==> config.mk <==
export PLATFORM = sky130hd
export DESIGN_NAME = adc_capture
export DESIGN_NICKNAME = d
export VERILOG_FILES = /design/src/rtl/adc_capture.sv
export SDC_FILE = /design/constraint.sdc
export NUM_CORES = 1
export LEC_CHECK = 0
export BUFFER_PORTS_ARGS = -buffer_cell sky130_fd_sc_hd__buf_4
export CORE_ASPECT_RATIO = 0.5
export CORE_UTILIZATION = 29
export CTS_CLUSTER_SIZE = 10
export DETAILED_ROUTE_END_ITERATION = 8
export GPL_TIMING_DRIVEN = 0
export SYNTH_ARGS = -nofsm -noshare
export SYNTH_HDL_FRONTEND = slang
export SYNTH_SLANG_ARGS = --single-unit
==> constraint.sdc <==
create_clock -name clk -period 4 [get_ports clk]
set_input_delay 0.4 -clock clk [delete_from_list [all_inputs] [get_ports clk]]
set_output_delay 0.4 -clock clk [all_outputs]
set_load 0.05 [all_outputs]
==> src/rtl/adc_capture.sv <==
// adc_capture: registers ADC samples, detects rising midpoint crossings with hysteresis,
// and reports period, min and max per waveform period.
module adc_capture #(
    parameter int HYST        = 8,
    parameter int PERIOD_BITS = 24
) (
    input  logic                   clk,
    input  logic                   resetn,
    output logic                   ADC_clk,
    input  logic [7:0]             ADC_data,
    output logic [PERIOD_BITS-1:0] period,
    output logic [7:0]             vmin,
    output logic [7:0]             vmax,
    output logic                   meas_valid,
    output logic                   timeout
);
    localparam logic [7:0] TH_HI = 8'(128 + HYST);
    localparam logic [7:0] TH_LO = 8'(128 - HYST);
    localparam bit         ZERO_BAND = (HYST == 0);

    typedef enum logic {IDLE, MEASURE} state_t;

    state_t                 state_q;
    logic [7:0]             sample_q;
    logic                   hi_q;
    logic                   hi_d;
    logic [PERIOD_BITS-1:0] cnt_q;
    logic [7:0]             run_min_q;
    logic [7:0]             run_max_q;
    logic [7:0]             min_d;
    logic [7:0]             max_d;
    logic                   up;
    logic                   dn;
    logic                   rise_evt;

    assign ADC_clk = clk;

    // With a zero band, a sample of exactly 128 must hold the comparator state.
    always_comb begin
        up       = (sample_q >= TH_HI) && !(ZERO_BAND && sample_q == TH_HI);
        dn       = (sample_q <= TH_LO) && !(ZERO_BAND && sample_q == TH_LO);
        hi_d     = hi_q ? !dn : up;
        rise_evt = !hi_q && up;
        min_d    = (sample_q < run_min_q) ? sample_q : run_min_q;
        max_d    = (sample_q > run_max_q) ? sample_q : run_max_q;
    end

    always_ff @(posedge clk) begin
        if (!resetn) begin
            state_q    <= IDLE;
            sample_q   <= '0;
            hi_q       <= 1'b0;
            cnt_q      <= '0;
            run_min_q  <= '0;
            run_max_q  <= '0;
            period     <= '0;
            vmin       <= '0;
            vmax       <= '0;
            meas_valid <= 1'b0;
            timeout    <= 1'b0;
        end else begin
            sample_q   <= ADC_data;
            hi_q       <= hi_d;
            meas_valid <= 1'b0;
            case (state_q)
                IDLE: begin
                    if (rise_evt) begin
                        cnt_q     <= PERIOD_BITS'(1);
                        run_min_q <= sample_q;
                        run_max_q <= sample_q;
                        state_q   <= MEASURE;
                    end
                end
                MEASURE: begin
                    if (rise_evt) begin
                        period     <= cnt_q;
                        vmin       <= min_d;
                        vmax       <= max_d;
                        meas_valid <= 1'b1;
                        timeout    <= 1'b0;
                        cnt_q      <= PERIOD_BITS'(1);
                        run_min_q  <= sample_q;
                        run_max_q  <= sample_q;
                    end else if (&cnt_q) begin
                        timeout <= 1'b1;
                        state_q <= IDLE;
                    end else begin
                        cnt_q     <= cnt_q + 1'b1;
                        run_min_q <= min_d;
                        run_max_q <= max_d;
                    end
                end
                default: state_q <= IDLE;
            endcase
        end
    end
endmodule

Yosys cells after proc, flatten, opt, wreduce, memory -nomap -nowiden
Cells that the tools add are included.

Register bits: 92. Bits of input ports: 10. Word-level logic and storage cells: 48.

$add $sub $neg: 1. $lt $le $gt $ge: 4. Equality and inequality tests: 2. Mux-type cells: 20. Bitwise operators: 1. Reduce and logical (&&, ||, !) cells: 9.

Operators with widths (count): 2-to-1 mux 24 bit (3); 2-to-1 mux 8 bit (7); case mux 24 bit (2 select lines) (1); case mux 8 bit (2 select lines) (2); adder 24 x 1 -> 24 bit, second input constant (1); AND reduction 24 bit (1); >= comparator 8 bit, second input constant (1); > comparator 8 bit (1); less-or-equal comparator 8 x 7 -> 1 bit, second input constant (1); < comparator 8 bit (1); AND reduction 2 bit (4); 2-to-1 mux 1 bit (6); != test 3 bit, second input constant (1); zero test 1 bit (2); != test 2 bit, second input constant (1); case mux 1 bit (2 select lines) (1); nonzero test 2 bit (1); logical AND 1 bit (1); inverter 1 bit (1).

Longest topological paths before layout
Word-level depth: 5. Depth in mapped cells: 9. Depth with buffers taken out: 8.

==> impl_metrics.yaml <==
outcome:
  status: "complete, but fails checks"
  failed_checks: "DRC"
drt:
  final_antenna_net_count: 0
  drtIter0Drc: 195
  wl_per_cell_um: 13.8
  drt-pass1-iter-count: 9
  route.detailed.drc: 4
  vias: 2974
  vias_per_cell: 4.63
  routed_wl_um: 8860
synthesis:
  yosys.area_share.simple: 0.173
  synthArstFlopShare: 0
  synth_seq_cells: 92
  synth_top_family_by_area: "simple AND/OR/NAND/NOR gates"
  synth_compound_area_frac: 0.140
  yosys_warnings: 0
  yosys-mux-area-fraction: 0.0797
  synth_edf_count: 0
  synth_top_area_cell: "dfxtp_1"
  synth_nets: 429
  yosysUniqueCellTypes: 51
  netlist_instances: 403
  synthMostInstantiatedCell: "dfxtp_1"
  post_synth_instance_area_mm2: 0.00389
  synthAdderAreaFrac: 0.0514
  synth_area_leaders: "dfxtp_1 47%, mux2i_1 8.0%, nand2_1 5.2%"
  synth_area_per_cell_um2: 9.66
  synthTopCellsByCount: "92 x dfxtp_1, 54 x nand2_1, 31 x mux2i_1"
  yosysTopAreaCellShare: 0.473
  yosys.area_share.xor_xnor: 0.0450
  ys.flop_type: "dfxtp_1"
  ys_seq_area_frac: 0.473
timing:
  maxSlewViolCount: 0
  setup_viol: 0
  rsz0062_at_grt: "no"
  hold_viol_final: 0
  tns_ns: 0
  tightest_slew_ns: 0.750
  slew_headroom: 0.496
  finClkSkew_ns: 0.00905
global_route:
  antenna_found_initial: 0
  grt_max_degree: 17
  grt_pass1_wl_um: 14700
  grt_pass1_vias: 2923
  grt_overflow: 0
  grt_usage: 0.137
worst_hold_path:
  hold_depth: 2
  holdCritStartpoint: "ADC_data[2]"
  hp-class: "in -> reg"
floorplanning:
  die_w_um: 166
  fp.dieH_um: 83.9
  pin_count: 53
  core_mm2: 0.0129
  rows: 29
  die_area_mm2: 0.0139
  initial_core_util: 0.302
setup_path:
  start_kind: "clock port"
  ff2ff_path_depth: 6
  cp_max_fo: 2
  critPathKind: "clk -> out"
  worst-r2r-setup-slack_ns: 1.55
  endpoint_kind: "primary output"
  slowest_stage: "buf_4"
  critPathMaxStageDelay_ns: 0.18
  crit_start: "clk"
  crit_required_ns: 3.60
  critPathArrivalTime_ns: 2.54
  crit_chain: "clkbuf_16 -> clkbuf_16 -> buf_4 -> buf_4"
  r2r_start: "sample_q[1]"
clock_tree:
  clock_latency_ns: 0.45
  ctsHoldBuffers: 0
  cts_resized: 0
  cts_tree: "built"
  cts_setup_buffers: 0
  clk_pin_slew_worst_paths_ns: 0.07
power_and_ir_drop:
  peakVddDrop_v: 0.000199
  power_density_mw_per_mm2: 462
  p_leak_nw: 1.96
placement:
  place_congestion: 0.804
  dp_hpwl_um: 6470
  dpl.cell_count: 624
  port_buffers: 51
job:
  maxCapViolations: 0
layout:
  final_layout_size_suffix_gt1_frac: 0.189
  layout.nets: 494
  area_growth_pct: 25.4
  fin_cells: 642
  antenna_cells: 0
critical path, delay by kind of cell:
family / cells / cell delay [ns]
buffers and inverters: 4 / 0.55
power by group:
part | switching, mW | leakage (nW) | internal (mW) | total (mW)
clock | 0.422 | 0.199 | 0.703 | 1.12
sequential | 0.0195 | 0.745 | 0.933 | 0.952
combinational | 0.102 | 1.01 | 0.0754 | 0.178
total | 0.544 | 1.96 | 1.71 | 2.25
registers in the layout, summed over array words and instances, names as in the netlist:
register and flops:
cnt_q 24, period 24, run_max_q 8, run_min_q 8, sample_q 8, vmax 8
vmin 8, hi_q 1, meas_valid 1, state_q 1, timeout 1
layer usage:
metal / track usage / routed length (um) / share of wire
met1: 0.184 / 4630 / 0.52
met2: 0.202 / 3740 / 0.42
met3: 0.0422 / 350 / 0.040
met4: 0.0569 / 134 / 0.015
met5: 0 / 0 / 0
area by class of cell:
type	count	area, um2
fill	1283	8000
multi-input combinational	276	1910
sequential	92	1840
timing repair buffer	50	375
clock buffer	13	308
tap	170	213
clock inverter	6	93.8
buffer	18	80.1
inverter	17	63.8
stage by stage:
step / total power [mW] / hold slack, ns / worst slack [ns] / utilization / cell area, um2
CTS: 2.29 / 0.139 / 1.06 / 0.379 / 4880
detailed placement: 1.22 / 0.450 / 1.32 / 0.348 / 4490
floorplan: 1.16 / 0.447 / 1.43 / - / 3890
global placement: 1.22 / 0.441 / 1.32 / 0.348 / 4490
finish: 2.25 / 0.152 / 1.06 / 0.379 / 4880
global route: 2.35 / 0.141 / 1.05 / 0.379 / 4880
final timing paths:
check	endpoint
max	ADC_clk
min reg2reg	vmax[5]
max reg2reg	run_min_q[7]
min	sample_q[2]
kinds of logic (layout without fill, tap and decap cells):
logic type / count (synthesis) / after routing
DFF: 92 / 92
buffers and inverters: 35 / 104
muxes: 31 / 31
and+or+nand+nor: 136 / 136
adders and majority gates: 16 / 16
AOI/OAI and AO/OA: 73 / 73
xor gates and xnor gates: 20 / 20
placed cells by master (no fill, tap or decap), types with 2 or more instances in the layout:
cell type,instances
a211oi_1,2
a21boi_0,2
a21boi_1,2
a21o_1,2
a21oi_1,6
a22o_1,23
a31oi_1,2
and2_1,8
and3_1,2
buf_2,7
buf_4,52
bufinv_16,2
clkbuf_1,10
clkbuf_16,12
dfxtp_1,92
ha_1,16
inv_1,17
inv_6,3
mux2i_1,31
nand2_1,54
nand3_1,7
nand4_1,12
nor2_1,28
nor2b_1,2
nor3_1,6
o211ai_1,2
o21ai_0,21
o311a_1,2
o31ai_1,2
or2_2,2
xnor2_1,6
xor2_1,14
Power figures use the tool's default switching activity.
